[config.mk]
export PLATFORM = sky130hd
export DESIGN_NAME = seq_banda_flat
export DESIGN_NICKNAME = d
export VERILOG_FILES = /design/src/rtl/seq_banda_if.sv /design/src/rtl/seq_banda.sv /design/src/flat_wrapper.sv
export SDC_FILE = /design/constraint.sdc
export NUM_CORES = 1
export LEC_CHECK = 0
export ABC_AREA = 1
export BUFFER_PORTS_ARGS = -buffer_cell sky130_fd_sc_hd__buf_2
export CAP_MARGIN = 15
export CORE_UTILIZATION = 55
export CTS_CLUSTER_SIZE = 40
export DETAILED_ROUTE_END_ITERATION = 16
export PLACE_DENSITY = 0.76
export SYNTH_ARGS = -nofsm -noshare
export SYNTH_HDL_FRONTEND = slang
export SYNTH_SLANG_ARGS = --single-unit
[constraint.sdc]
create_clock -name clk -period 2.48 [get_ports clk]
set_input_delay 0.124 -clock clk [delete_from_list [all_inputs] [get_ports clk]]
set_output_delay 0.124 -clock clk [all_outputs]
set_load 0.05 [all_outputs]
[src/rtl/seq_banda_if.sv]
// Bus bundle between seq_banda and its sample source / MAC / reg_banda bank.
// With SEQ_BANDA_MASCARA_EN defined the bundle also carries the band mask.
interface seq_banda_if #(
    parameter int N_BANDAS = 3,
    parameter int SEL_W    = 2
);
    logic                muestra_lista;
    logic                clr_desborde;
    logic [SEL_W-1:0]    sel_banda;
    logic                mac_clr;
    logic                mac_en;
    logic [N_BANDAS-1:0] leer;
    logic [N_BANDAS-1:0] escribir;
    logic                ocupado;
    logic                listo;
    logic                desborde;
`ifdef SEQ_BANDA_MASCARA_EN
    logic [N_BANDAS-1:0] mascara;

    modport master (
        output muestra_lista, clr_desborde, mascara,
        input  sel_banda, mac_clr, mac_en, leer, escribir, ocupado, listo, desborde
    );
    modport slave (
        input  muestra_lista, clr_desborde, mascara,
        output sel_banda, mac_clr, mac_en, leer, escribir, ocupado, listo, desborde
    );
`else
    modport master (
        output muestra_lista, clr_desborde,
        input  sel_banda, mac_clr, mac_en, leer, escribir, ocupado, listo, desborde
    );
    modport slave (
        input  muestra_lista, clr_desborde,
        output sel_banda, mac_clr, mac_en, leer, escribir, ocupado, listo, desborde
    );
`endif
endinterface

[src/rtl/seq_banda.sv]
// Per-sample band sequencer: walks the bands through a shared MAC, captures each
// result, then publishes all bands at once. Optional band mask: SEQ_BANDA_MASCARA_EN.
module seq_banda #(
    parameter int N_BANDAS = 3,
    parameter int LAT_MAC  = 4,
    parameter int SEL_W    = 2
) (
    input  logic         clk,
    input  logic         reset_n,
    seq_banda_if.slave   bus
);
    localparam int CNT_W = $clog2(LAT_MAC + 1);

    typedef enum logic [2:0] {REPOSO, LIMPIA, CALCULA, CAPTURA, PUBLICA} estado_t;

    estado_t             estado_q, estado_d;
    logic [SEL_W-1:0]    band_q, band_d;
    logic [CNT_W-1:0]    cnt_q, cnt_d;
    logic [N_BANDAS-1:0] mask_ini, mask_act;
    logic                hay_pri, hay_sig;
    logic [SEL_W-1:0]    pri_band, sig_band;

`ifdef SEQ_BANDA_MASCARA_EN
    logic [N_BANDAS-1:0] mask_q;

    always_ff @(posedge clk or negedge reset_n) begin
        if (!reset_n)
            mask_q <= '0;
        else if (estado_q == REPOSO && bus.muestra_lista)
            mask_q <= bus.mascara;
    end

    assign mask_ini = bus.mascara;
    assign mask_act = mask_q;
`else
    assign mask_ini = '1;
    assign mask_act = '1;
`endif

    // First enabled band at sequence start, and next enabled band above the current one.
    always_comb begin
        hay_pri  = 1'b0;
        pri_band = '0;
        hay_sig  = 1'b0;
        sig_band = band_q;
        for (int unsigned i = 0; i < N_BANDAS; i++) begin
            if (!hay_pri && mask_ini[i]) begin
                hay_pri  = 1'b1;
                pri_band = SEL_W'(i);
            end
            if (!hay_sig && i > 32'(band_q) && mask_act[i]) begin
                hay_sig  = 1'b1;
                sig_band = SEL_W'(i);
            end
        end
    end

    always_comb begin
        estado_d = estado_q;
        band_d   = band_q;
        cnt_d    = cnt_q;
        case (estado_q)
            REPOSO: begin
                band_d = '0;
                if (bus.muestra_lista) begin
                    if (hay_pri) begin
                        estado_d = LIMPIA;
                        band_d   = pri_band;
                    end else begin
                        estado_d = PUBLICA;
                    end
                end
            end
            LIMPIA: begin
                cnt_d    = CNT_W'(LAT_MAC);
                estado_d = CALCULA;
            end
            CALCULA: begin
                cnt_d = cnt_q - CNT_W'(1);
                if (cnt_q == CNT_W'(1))
                    estado_d = CAPTURA;
            end
            CAPTURA: begin
                if (hay_sig) begin
                    band_d   = sig_band;
                    estado_d = LIMPIA;
                end else begin
                    estado_d = PUBLICA;
                end
            end
            PUBLICA: begin
                band_d   = '0;
                estado_d = REPOSO;
            end
            default: begin
                band_d   = '0;
                estado_d = REPOSO;
            end
        endcase
    end

    always_ff @(posedge clk or negedge reset_n) begin
        if (!reset_n) begin
            estado_q <= REPOSO;
            band_q   <= '0;
            cnt_q    <= '0;
        end else begin
            estado_q <= estado_d;
            band_q   <= band_d;
            cnt_q    <= cnt_d;
        end
    end

    // Outputs are registered from the next state so they line up with the state they describe.
    always_ff @(posedge clk or negedge reset_n) begin
        if (!reset_n) begin
            bus.sel_banda <= '0;
            bus.mac_clr   <= 1'b0;
            bus.mac_en    <= 1'b0;
            bus.leer      <= '0;
            bus.escribir  <= '0;
            bus.ocupado   <= 1'b0;
            bus.listo     <= 1'b0;
            bus.desborde  <= 1'b0;
        end else begin
            bus.sel_banda <= (estado_d != REPOSO) ? band_d : '0;
            bus.mac_clr   <= (estado_d == LIMPIA);
            bus.mac_en    <= (estado_d == CALCULA);
            bus.leer      <= (estado_d == CAPTURA) ? (N_BANDAS'(1) << band_d) : '0;
            bus.escribir  <= (estado_d == PUBLICA) ? '1 : '0;
            bus.ocupado   <= (estado_d != REPOSO);
            bus.listo     <= (estado_d == PUBLICA);
            if (bus.muestra_lista && estado_q != REPOSO)
                bus.desborde <= 1'b1;
            else if (bus.clr_desborde)
                bus.desborde <= 1'b0;
        end
    end
endmodule

[src/flat_wrapper.sv]
// flat-port wrapper written by rule: the top's interface ports become plain ports
module seq_banda_flat 
#(
    parameter int N_BANDAS = 3,
    parameter int LAT_MAC  = 4,
    parameter int SEL_W    = 2
)
  (clk, reset_n, bus_muestra_lista, bus_clr_desborde, bus_sel_banda, bus_mac_clr, bus_mac_en, bus_leer, bus_escribir, bus_ocupado, bus_listo, bus_desborde);
  seq_banda_if #(.N_BANDAS(N_BANDAS), .SEL_W(SEL_W)) bus_i ();
  input  logic clk;
  input  logic reset_n;
  input wire logic [$bits(bus_i.muestra_lista)-1:0] bus_muestra_lista;
  input wire logic [$bits(bus_i.clr_desborde)-1:0] bus_clr_desborde;
  output wire logic [$bits(bus_i.sel_banda)-1:0] bus_sel_banda;
  output wire logic [$bits(bus_i.mac_clr)-1:0] bus_mac_clr;
  output wire logic [$bits(bus_i.mac_en)-1:0] bus_mac_en;
  output wire logic [$bits(bus_i.leer)-1:0] bus_leer;
  output wire logic [$bits(bus_i.escribir)-1:0] bus_escribir;
  output wire logic [$bits(bus_i.ocupado)-1:0] bus_ocupado;
  output wire logic [$bits(bus_i.listo)-1:0] bus_listo;
  output wire logic [$bits(bus_i.desborde)-1:0] bus_desborde;
  assign bus_i.muestra_lista = bus_muestra_lista;
  assign bus_i.clr_desborde = bus_clr_desborde;
  assign bus_sel_banda = bus_i.sel_banda;
  assign bus_mac_clr = bus_i.mac_clr;
  assign bus_mac_en = bus_i.mac_en;
  assign bus_leer = bus_i.leer;
  assign bus_escribir = bus_i.escribir;
  assign bus_ocupado = bus_i.ocupado;
  assign bus_listo = bus_i.listo;
  assign bus_desborde = bus_i.desborde;
  seq_banda #(.N_BANDAS(N_BANDAS), .LAT_MAC(LAT_MAC), .SEL_W(SEL_W)) u_core (.clk(clk), .reset_n(reset_n), .bus(bus_i));
endmodule
=== Word-level counts from Yosys, hierarchy flattened ===
Cells that the tools add are included.

* Register bits after elaboration: 21
* Bits in latches: 0
* Bits in writable memories: 0
* ROM bits: 0
* Input port bits: 4
* Output and inout bits: 13
* Word-level logic and storage cells: 48
* Memories: 0

* Add/subtract/negate cells: 1
* Multiply operators: 0
* Divide/modulo/power cells: 0
* $lt $le $gt $ge: 2
* Eq/ne operators: 8
* Shifts and indexed selects: 1
* Mux-type cells: 16
* Bitwise logic cells: 0
* Reduce and logical (&&, ||, !) cells: 9

{| class="wikitable"
|+ Operators by type and width
! cell !! number
|-
| 2-to-1 mux 3 bit || 5
|-
| == test 3 x 2 -> 1 bit (second input constant) || 4
|-
| case mux 3 bit (4 select lines) || 1
|-
| == test 3 x 1 -> 1 bit (second input constant) || 3
|-
| 2-to-1 mux 2 bit || 4
|-
| case mux 3 bit (2 select lines) || 1
|-
| nonzero test 3 bit || 2
|-
| 2-to-1 mux 1 bit || 4
|-
| case mux 2 bit (2 select lines) || 1
|-
| nonzero test 2 bit || 2
|-
| == test 3 bit (second input constant) || 1
|-
| logical NOT 3 bit || 1
|-
| << shifter 1 x 2 -> 3 bit (first input constant) || 1
|-
| subtractor 3 x 1 -> 3 bit (second input constant) || 1
|-
| > comparator 1 x 2 -> 1 bit (first input constant) || 1
|-
| > comparator 2 bit (first input constant) || 1
|-
| logical AND 1 bit || 2
|-
| OR reduction 2 bit || 1
|-
| logical NOT 1 bit || 1
|}

=== Longest topological paths before layout ===
Gate-level depths: netlist (run 1).

* Depth in word-level cells: 9
* Mapped depth: 7
* Mapped depth without buffers: 7

=== Least setup slack after synthesis (run 1) ===
Ideal clock, no wire load.

* Path kind: reg-to-reg
* Start: register u_core.band_q[1]
* End: register u_core.bus.leer[2]
* Library setup time: 120 ps
* Data arrival time: 1041 ps
* Data required time: 2360 ps
* Slack: 1319 ps
* Cell stages (with the launch flop): 7
* Buffers on the path: 0
* Period minus slack after synthesis: 1161 ps
* Cell sequence: dfrtp_1 > inv_1 > ha_1 > nor2_1 > inv_1 > nand3_2 > nor2_2

* Word-level cells in the longest chain between the ends: 9
* Elaborated cells between the ends (all ways): 15
* Those cells by class: order compare: 2; eq/ne: 1; shift: 1; mux: 9; reduce/logical: 2

{| class="wikitable"
|+ RTL lines
! element !! RTL line !! source
|-
| start, declared || seq_banda.sv:17 || <nowiki>logic [SEL_W-1:0] band_q, band_d;</nowiki>
|-
| start signal, assigned || seq_banda.sv:109 || <nowiki>band_q <= band_d;</nowiki>
|-
| > comparator 1 x 2 -> 1 bit || seq_banda.sv:51 || <nowiki>if (!hay_sig && i > 32'(band_q) && mask_act[i]) begin</nowiki>
|-
| 2-to-1 mux 1 bit || seq_banda.sv:51 ||
|-
| logical NOT 1 bit || seq_banda.sv:51 ||
|-
| logical AND 1 bit || seq_banda.sv:51 ||
|-
| 2-to-1 mux 1 bit / 2-to-1 mux 2 bit (equally long branches) || seq_banda.sv:51 ||
|-
| 2-to-1 mux 3 bit / 2-to-1 mux 2 bit (equally long branches) || seq_banda.sv:84 || <nowiki>if (hay_sig) begin</nowiki>
|-
| case mux 3 bit (4 select lines) / case mux 2 bit (2 select lines) (equally long branches) || seq_banda.sv:62 || <nowiki>case (estado_q)</nowiki>
|-
| == test 3 x 2 -> 1 bit / << shifter 1 x 2 -> 3 bit (equally long branches) || seq_banda.sv:129 || <nowiki>bus.leer <= (estado_d == CAPTURA) ? (N_BANDAS'(1) << band_d) : '0;</nowiki>
|-
| 2-to-1 mux 3 bit * || seq_banda.sv:129 ||
|-
| end signal, assigned || seq_banda.sv:129 ||
|-
| end, declared || seq_banda_if.sv:35 || <nowiki>output sel_banda, mac_clr, mac_en, leer, escribir, ocupado, listo, desborde</nowiki>
|}

Mark *: on every way between the ends. The rest lies on a longest branch, timed or not.
A chain may end at the register's enable or synchronous reset.

=== Final worst setup path (run 1) ===
* Start: register u_core.band_q[1]
* End: register u_core.bus.ocupado

* Word-level cells in the longest chain between the ends: 8
* Elaborated cells between the ends (all ways): 9
* Those cells by class: order compare: 2; mux: 4; reduce/logical: 3

{| class="wikitable"
|+ RTL lines
! element !! RTL line !! source
|-
| > comparator 1 x 2 -> 1 bit || seq_banda.sv:51 ||
|-
| 2-to-1 mux 1 bit || seq_banda.sv:51 ||
|-
| logical NOT 1 bit || seq_banda.sv:51 ||
|-
| logical AND 1 bit || seq_banda.sv:51 ||
|-
| 2-to-1 mux 1 bit * || seq_banda.sv:51 ||
|-
| 2-to-1 mux 3 bit * || seq_banda.sv:84 ||
|-
| case mux 3 bit (4 select lines) * || seq_banda.sv:62 ||
|-
| nonzero test 3 bit * || seq_banda.sv:131 || <nowiki>bus.ocupado <= (estado_d != REPOSO);</nowiki>
|-
| end signal, assigned || seq_banda.sv:131 ||
|-
| end, declared || seq_banda_if.sv:35 ||
|}

Marked as above.

==> results of run 1 <==
[per-layer routing]
metal | vias to the layer above | share of wire | track usage
li1 | 294 | - | -
met1 | 243 | 0.52 | 0.249
met2 | 14 | 0.42 | 0.262
met3 | 2 | 0.042 | 0.0833
met4 | 0 | 0.011 | 0.125
met5 | - | 0 | 0
[worst max-delay path, delay by kind of cell, from the launching register on]
kind,cells,cell delay (ps)
simple gates,3,230
fa+ha+maj,1,220
flops,1,420
compound gates,1,170
buf+inv,1,80
[stage by stage]
| stage | util | worst slack, ps | instances |
|---|---|---|---|
| 6_report | 0.705 | 1250 | 118 |
| 5_1_grt | 0.705 | 1130 | 118 |
| 2_1_floorplan | - | 1320 | 84 |
| 3_3_place_gp | 0.664 | 1290 | 112 |
| 4_1_cts | 0.698 | 1230 | 117 |
| 3_5_place_dp | 0.664 | 1250 | 112 |
[synth_stat cells]
master    n
dfrtp_1  18
inv_1    13
nand2_1  12
nor2_1    8
nand3_1   6
nor2_2    5
ha_1      4
buf_4     3
nand2_2   3
nand2_4   2
nand3_2   2
o21ai_1   2
a21oi_1   1
a21oi_2   1
inv_2     1
nor2_4    1
o21ai_0   1
o22ai_1   1
[area by class of cell]
class,instances,area [um^2],area share
sequential,18,450,0.473
multi-input combinational,49,294,0.309
timing repair buffer,18,100,0.105
inverter,14,52.6,0.0552
clock buffer,4,36.3,0.0381
tap,15,18.8,0.0197
[report_power, final]
group          internal (mW)  total (mW)  switching [mW]
Sequential             0.386       0.443          0.0576
Combinational          0.158       0.574           0.416
Clock                 0.0894       0.176          0.0864
[flip-flops by register name, indices dropped and copies added, names as in the netlist]
| register | flops |
|---|---|
| u_core.bus.ocupado | 1 |
| u_core.band_q | 2 |
| u_core.bus.sel_banda | 2 |
| u_core.bus.desborde | 1 |
| u_core.bus.escribir | 1 |
| u_core.bus.mac_en | 1 |
| u_core.cnt_q | 3 |
| u_core.bus.leer | 3 |
| u_core.bus.mac_clr | 1 |
| u_core.estado_q | 3 |
[worst paths after layout]
check	startpoint	slack, ps	endpoint
worst max-delay path	u_core.band_q[1]	1250	u_core.bus.ocupado
worst min-delay path	bus_muestra_lista	60	u_core.bus.desborde
worst max register to register	u_core.band_q[1]	1250	u_core.bus.ocupado
worst min register to register	u_core.cnt_q[2]	500	u_core.cnt_q[2]
max in group asynchronous	reset_n	1930	u_core.cnt_q[1]
min in group asynchronous	reset_n	280	u_core.bus.leer[2]
[cells by family after synthesis]
logic type | count (synthesis) | share of synthesized area
simple gates | 39 | 0.255
compound gates | 6 | 0.0427
flops | 18 | 0.550
buf+inv | 17 | 0.0916
fa+ha+maj | 4 | 0.0611
==> results.yml, run 1 <==
status:
  status: "finished, final reports clean"
clocking:
  cts_setup_buffers: 0
  numCtsBuffers: 3
  clk_latency_ps: 290
  cts_tree: "yes"
  clock_path_buffers: 2
  cts_root_buffer: "clkbuf_4"
  cts.sinks: 18
  hold_buffers: 1
  htree_levels: 1
  clk_pin_slew_ps: 100
  cts_resized: 0
timing:
  slew_viol_final: 0
  max_slew_margin: 0.751
  finClkSkew_ps: 3.76
  hold_viol_final: 0
  setup_tns_ps: 0
  fin_hold_ws_ps: 59.5
  fmax_mhz: 812
  layout_min_cycle_time_ps: 1230
  period_share: 0.497
  rsz0062_at_grt: "no"
  setup_violations: 0
  tightest_slew_ps: 374
yosys:
  syn_area_um2: 820
  synth_largest_area_cell: "dfrtp_1"
  ys_ff_latch: 18
  ys_seq_area_frac: 0.550
  yosysUniqueCellTypes: 18
  synth_area_leaders: "dfrtp_1, ha_1, inv_1"
  syn_inst: 84
  avgSynthCellArea_um2: 9.76
  synth_warnings: 0
  syn-num-nets: 92
  synth_top_area_frac: 0.550
final_layout:
  finalInstanceArea_um2: 952
  final_nets: 112
  fill_cells: 104
  layout_common_cells: "dfrtp_1, buf_2, inv_1"
  layout-drive-gt1-share: 0.340
  area_growth_pct: 16.2
  antenna_cells: 0
  final_common_cell: "dfrtp_1"
critical_path:
  path_max_fanout: 3
  cp_cell_sequence: "inv_1 > ha_1 > o21ai_1 > nand2_1 > nor2_1 > nand2_1"
  start_kind: "flop"
  critical_path.max_stage_delay_ps: 420
  path_common_cell: "nand2_1"
  reg2reg_depth: 6
  slowest_stage: "dfrtp_1"
  worstPathRequired_ps: 2660
  worstSetupPathType: "reg -> reg"
  critPathArrivalTime_ps: 1420
  end_kind: "flop"
global_route:
  overflow: 0
  antenna_found_initial: 0
  grt_pass1_vias: 452
  grt_max_degree: 19
  grt_pass1_wl_um: 1920
  track_usage: 0.194
place:
  gp_congestion: 0.833
  numPortBuffers: 16
  placed_cell_area_um2: 896
  dp_hpwl_um: 881
pwr:
  vdd_drop_max_uv: 692
  total_power_mw: 1.19
  leakagePower_nw: 0.541
  p_per_area_mw_per_mm2: 1250
routing:
  wl_per_cell_um: 10.1
  ant_nets: 0
  drc_errors: 0
  wl_um: 1190
  dr.pass1.iters: 4
  avgViaCountPerCell: 4.69
  via_count: 553
  drtIter0Drc: 11
floorplan:
  start_util: 0.607
  die_height_um: 40.6
  fp.coreArea_mm2: 0.00135
  io_pins: 17
  die_width_um: 40.6
  dieArea_mm2: 0.00165
  rows: 13
hold_path:
  holdCritPathClass: "in -> reg"
  min_path_cells: 3
run:
  maxCapViolCount: 0
Power figures use the tool's default switching activity.
==> run 2: changes to the inputs <==
--- a/config.mk
+++ b/config.mk
@@ -5,13 +5,13 @@
 export SDC_FILE = /design/constraint.sdc
 export NUM_CORES = 1
 export LEC_CHECK = 0
-export ABC_AREA = 1
+export ABC_AREA = 0
 export BUFFER_PORTS_ARGS = -buffer_cell sky130_fd_sc_hd__buf_2
 export CAP_MARGIN = 15
-export CORE_UTILIZATION = 55
+export CORE_UTILIZATION = 52
 export CTS_CLUSTER_SIZE = 40
 export DETAILED_ROUTE_END_ITERATION = 16
-export PLACE_DENSITY = 0.76
+export PLACE_DENSITY = 0.72
 export SYNTH_ARGS = -nofsm -noshare
 export SYNTH_HDL_FRONTEND = slang
 export SYNTH_SLANG_ARGS = --single-unit
==> constraint.sdc (replaced) <==
create_clock -name clk -period 1.2 [get_ports clk]
set_input_delay 0.06 -clock clk [delete_from_list [all_inputs] [get_ports clk]]
set_output_delay 0.06 -clock clk [all_outputs]
set_load 0.05 [all_outputs]
==> run 2 against run 1 <==
- the flow now finishes with violations (setup timing)
- first-iteration DRC count rose to 3.2 times the previous value
- synthesized area up 3.5%
- power rose to 3.0 times the previous value
- final cell count up 7.6%
- worst hold slack worse by 46 ps
- combinational power rose to 3.9 times the previous value
- synthesized cell count down 4.8%
- register-to-register slack worse by 1300 ps
- critical endpoint is now u_core.estado_q[0]
- largest power group unchanged
==> results.yml, run 2 <==
timing:
  tightest_slew_ps: 409
  setup_violations: 6
  max_slew_margin: 0.727
  setup_tns_ps: -216
  slew_viol_final: 0
  layout_min_cycle_time_ps: 1260
  hold_viol_final: 0
  fin_hold_ws_ps: 13.2
  period_share: 1.05
  rsz0062_at_grt: "yes"
  fmax_mhz: 791
  fin_ws_ps: -63.9
  finClkSkew_ps: 7.65
critical_path:
  reg2reg_depth: 5
  start_kind: "flop"
  worstSetupPathType: "reg -> reg"
  path_delay_family: "flip-flops"
  slowest_stage: "dfrtp_1"
  end_kind: "flop"
  path_max_fanout: 3
  cp.depth: 5
  critical_path.max_stage_delay_ps: 370
  worstPathRequired_ps: 1390
  crit_buf_inv: 1
  critPathArrivalTime_ps: 1450
  cp_cell_sequence: "inv_2 > ha_2 > o211ai_1 > a21oi_2 > or2_1"
yosys:
  synth_common_cells: "dfrtp_1, inv_1, a21oi_1, nor3_1"
  yosys.cell_count.top_type: "dfrtp_1"
  avgSynthCellArea_um2: 10.6
  synth_largest_area_cell: "dfrtp_1"
  synthFlopType: "dfrtp_1"
  syn-num-nets: 88
  syn_inst: 80
  yosysUniqueCellTypes: 31
  syn_area_um2: 848
  synth_area_leaders: "dfrtp_1, ha_1, buf_4"
  synth-edff-count: 0
  synth_top_area_frac: 0.531
  synth_warnings: 0
  ys_seq_area_frac: 0.531
  async_flop_share: 1.00
  ys_ff_latch: 18
status:
  status: "finished with violations"
  violations: "setup timing"
floorplan:
  fp.coreArea_mm2: 0.00151
  die_height_um: 42.4
  die_width_um: 42.4
  rows: 14
  io_pins: 17
  start_util: 0.563
  dieArea_mm2: 0.00180
clocking:
  cts.sinks: 18
  numCtsBuffers: 3
  clk_pin_slew_ps: 100
  cts_tree: "yes"
  clock_path_buffers: 2
  cts_root_buffer: "clkbuf_4"
  clk_latency_ps: 300
  htree_levels: 1
routing:
  ant_nets: 0
  drtIter0Drc: 35
  avgViaCountPerCell: 5.86
  wl_um: 2000
  via_count: 744
  dr.pass1.iters: 4
  wl_per_cell_um: 15.8
  drc_errors: 0
pwr:
  vdd_drop_max_uv: 2550
  comb_power_share: 0.636
  p_seq_frac: 0.278
  internal_power_mw: 1.88
  leakagePower_nw: 0.566
  clkPwrFrac: 0.085
  power.switching_mw: 1.68
  swShare: 0.472
  p_per_area_mw_per_mm2: 2880
place:
  dp_hpwl_um: 1310
  preCtsSetupSlack_ps: -127
  numPortBuffers: 16
  gp_congestion: 0.804
final_layout:
  layout-drive-gt1-share: 0.559
  post-route-util: 0.820
  layout_common_cells: "buf_2, buf_4, dfrtp_1"
  final_nets: 121
  antenna_cells: 0
  area_growth_pct: 45.6
  reg_top3: "u_core.bus.leer (3), u_core.cnt_q (3), u_core.estado_q (3)"
run:
  maxCapViolCount: 0
hold_path:
  holdCritPathClass: "in -> reg"
  min_path_cells: 3
global_route:
  grt_pass1_wl_um: 3150
  grt_pass1_vias: 736
  antenna_found_initial: 0
  overflow: 0
  track_usage: 0.244
  grt_max_degree: 19
-- run 2: cell count changes in the layout (fill, tap and decap cells not counted), moves of 5 or more --
cell | before | now
nor2_2 | 5 | 0
nor2_1 | 8 | 3
buf_4 | 0 | 16
inv_1 | 13 | 3
nand3_1 | 6 | 1
nand2_1 | 12 | 1
-- run 2: cell families (layout without fill, tap and decap cells) --
group	Yosys count	count (layout)	share of synthesized area
compound gates	18	18	0.134
flops	18	18	0.531
simple gates	25	25	0.176
fa+ha+maj	4	4	0.0590
buf+inv	14	45	0.0900
xor+xnor	1	1	0.0103
-- run 2: layout make-up --
cell class	instances	area [um^2]
inverters	7	26.3
well taps	16	20.0
repair buffers	35	231
multi-input cells	48	482
clock buffers	3	22.5
fillers	87	272
flip-flops and latches	18	453
-- run 2: final timing paths --
| path | start | end | slack [ps] |
|---|---|---|---|
| max reg2reg | u_core.band_q[1] | u_core.estado_q[0] | -60 |
| max | u_core.band_q[1] | u_core.estado_q[0] | -60 |
| min in group asynchronous | reset_n | u_core.bus.leer[2] | 230 |
| min | bus_muestra_lista | u_core.bus.desborde | 10 |
| min reg2reg | u_core.bus.desborde | u_core.bus.desborde | 520 |
| max in group asynchronous | reset_n | u_core.estado_q[0] | 650 |
-- run 2: power groups by stage --
stage,logic (mW),clock network [mW],registers (mW)
floorplan,0.852,0,1.26
global placement,1.60,0,0.946
detailed placement,1.68,0,0.955
CTS,1.94,0.302,0.957
global route,2.42,0.329,1.01
finish,2.26,0.304,0.988
-- run 2: metal layers --
layer | vias to the layer above | track usage | share of wire | wire length, um
li1 | 337 | - | - | -
met1 | 367 | 0.266 | 0.39 | 782
met2 | 35 | 0.443 | 0.53 | 1060
met3 | 5 | 0.0474 | 0.060 | 121
met4 | 0 | 0.119 | 0.019 | 38
met5 | - | 0 | 0 | 0
-- run 2: stage by stage --
step	total power, mW	instances	instance area, um^2
floorplan	2.11	80	848
global placement	2.55	118	996
detailed placement	2.63	118	996
CTS	3.20	126	1140
global route	3.76	127	1230
finish	3.55	127	1230
-- run 2: worst reg2reg max path: cells and delay by family (launching register included) --
kind,cells,cell delay (ps)
buf+inv,1,70
compound gates,2,300
flops,1,370
fa+ha+maj,1,190
simple gates,1,210
-- run 2: what timing repair did --
item / in CTS / in global routing
hold buffers: 2 / 0
gates resized for setup: 14 / 15
endpoints found under the setup margin: 9 / 14
endpoints found under the hold margin: 19 / 0
pin swaps: 5 / 6
setup buffers: 3 / 1
==> run 3: changes to the inputs <==
--- a/config.mk
+++ b/config.mk
@@ -8,10 +8,11 @@
 export ABC_AREA = 0
 export BUFFER_PORTS_ARGS = -buffer_cell sky130_fd_sc_hd__buf_2
 export CAP_MARGIN = 15
-export CORE_UTILIZATION = 52
+export CORE_UTILIZATION = 55
 export CTS_CLUSTER_SIZE = 40
 export DETAILED_ROUTE_END_ITERATION = 16
-export PLACE_DENSITY = 0.72
+export GPL_ROUTABILITY_DRIVEN = 0
+export PLACE_DENSITY = 0.76
 export SYNTH_ARGS = -nofsm -noshare
 export SYNTH_HDL_FRONTEND = slang
 export SYNTH_SLANG_ARGS = --single-unit
==> constraint.sdc (replaced) <==
create_clock -name clk -period 1.5 [get_ports clk]
set_input_delay 0.075 -clock clk [delete_from_list [all_inputs] [get_ports clk]]
set_output_delay 0.075 -clock clk [all_outputs]
set_load 0.05 [all_outputs]
==> run 3 against run 2 <==
- the flow now finishes without violations
- clock power is 3% lower
- via count is 17% lower
- worst setup slack better by 190 ps
- critical endpoint is now u_core.bus.leer[1]
==> results.yml, run 3 (synthesis results as in run 2) <==
status:
  status: "finished, final reports clean"
final_layout:
  final_common_cell: "dfrtp_1"
  final_cells: 114
  post-route-util: 0.724
  final-seq-area_um2: 450
  multi_input_area_um2: 328
  layout_common_cells: "dfrtp_1, buf_2, inv_1"
  layout-drive-gt1-share: 0.293
  final_nets: 108
  reg_top3: "u_core.bus.leer (3), u_core.cnt_q (3), u_core.estado_q (3)"
  area_growth_pct: 16.7
  fill_cells: 106
  antenna_cells: 0
floorplan:
  die_width_um: 41.3
  fp.coreArea_mm2: 0.00137
  io_pins: 17
  rows: 13
  dieArea_mm2: 0.00170
  start_util: 0.621
  die_height_um: 41.3
clocking:
  clock_path_buffers: 2
  cts_setup_buffers: 0
  clk_latency_ps: 290
  cts_root_buffer: "clkbuf_4"
  numCtsBuffers: 3
  cts_tree: "yes"
  cts.sinks: 18
  htree_levels: 1
  clk_pin_slew_ps: 100
pwr:
  vdd_drop_max_uv: 1180
  leakagePower_nw: 0.485
  p_per_area_mw_per_mm2: 2250
critical_path:
  r2r_slack_ps: 130
  rr_endpoint: "u_core.bus.leer[1]"
  reg2reg_depth: 5
  worstSetupPathType: "reg -> reg"
  crit_start: "u_core.band_q[1]"
  start_kind: "flop"
  worstPathRequired_ps: 1740
  critPathArrivalTime_ps: 1610
  path_max_fanout: 4
  r2r-start: "u_core.band_q[1]"
  crit_end: "u_core.bus.leer[1]"
  end_kind: "flop"
timing:
  hold_viol_final: 0
  layout_min_cycle_time_ps: 1370
  fin_hold_ws_ps: 24.2
  max_slew_margin: 0.733
  setup_violations: 0
  tightest_slew_ps: 401
  fmax_mhz: 729
  setup_tns_ps: 0
  rsz0062_at_grt: "no"
  finClkSkew_ps: 3.31
  period_share: 0.915
  slew_viol_final: 0
global_route:
  overflow: 0
  grt_pass1_vias: 583
  track_usage: 0.247
  grt_pass1_wl_um: 2530
  antenna_found_initial: 0
  grt_max_degree: 19
hold_path:
  holdCritPathClass: "in -> reg"
  min_path_cells: 3
routing:
  ant_nets: 0
  drtIter0Drc: 8
  drc_errors: 0
  dr.pass1.iters: 3
  avgViaCountPerCell: 5.39
  wl_per_cell_um: 13.4
  via_count: 614
  wl_um: 1530
run:
  maxCapViolCount: 0
place:
  dp_hpwl_um: 1090
  numPortBuffers: 16
  dp_cells: 108
-- run 3: worst min-delay path by stage --
stage	endpoint	start	slack, ps
after CTS	u_core.bus.ocupado	bus_muestra_lista	20
after global routing	u_core.bus.ocupado	bus_muestra_lista	40
after detailed placement	u_core.bus.mac_clr	reset_n	20
after floorplan	u_core.band_q[0]	reset_n	-220
final	u_core.bus.desborde	bus_muestra_lista	20
after global placement	u_core.bus.ocupado	reset_n	20
-- run 3: what timing repair did --
| action | in CTS | in global routing |
|---|---|---|
| setup endpoints to repair | 0 | 1 |
| hold endpoints to repair | 19 | 0 |
| gates resized for setup | 0 | 1 |
| hold buffers | 2 | 0 |
-- run 3: stage by stage --
| stage | setup slack [ps] | power [mW] | cell area (um^2) |
|---|---|---|---|
| final | 128 | 2.23 | 990 |
| after global routing | 19.8 | 2.42 | 990 |
| after CTS | 155 | 2.23 | 983 |
| after detailed placement | 187 | 1.93 | 927 |
| after global placement | 213 | 1.89 | 927 |
| after floorplan | 283 | 1.69 | 848 |
-- run 3: area by class of cell --
type                       count  area share
tap                           15      0.0190
timing repair buffer          22       0.131
inverter                       7      0.0265
clock buffer                   4      0.0367
multi-input combinational     48       0.331
sequential                    18       0.455
-- run 3: power breakdown --
group	total [mW]	switching [mW]	internal, mW
logic	1.14	0.743	0.398
clock network	0.296	0.148	0.148
registers	0.794	0.146	0.648
total	2.23	1.04	1.19
-- run 3: per-layer routing --
metal | share of wire | track usage | vias to the layer above
met5 | 0 | 0 | -
met4 | 0.025 | 0.145 | 0
met3 | 0.029 | 0.0652 | 5
met2 | 0.49 | 0.383 | 13
met1 | 0.46 | 0.307 | 285
li1 | - | - | 311
-- run 3: worst max-delay path: stages (launching register included) --
cell and delay, ps:
dfrtp_1 410, inv_1 110, ha_1 230, nand4bb_1 230, o31ai_2 150, and2_1 180
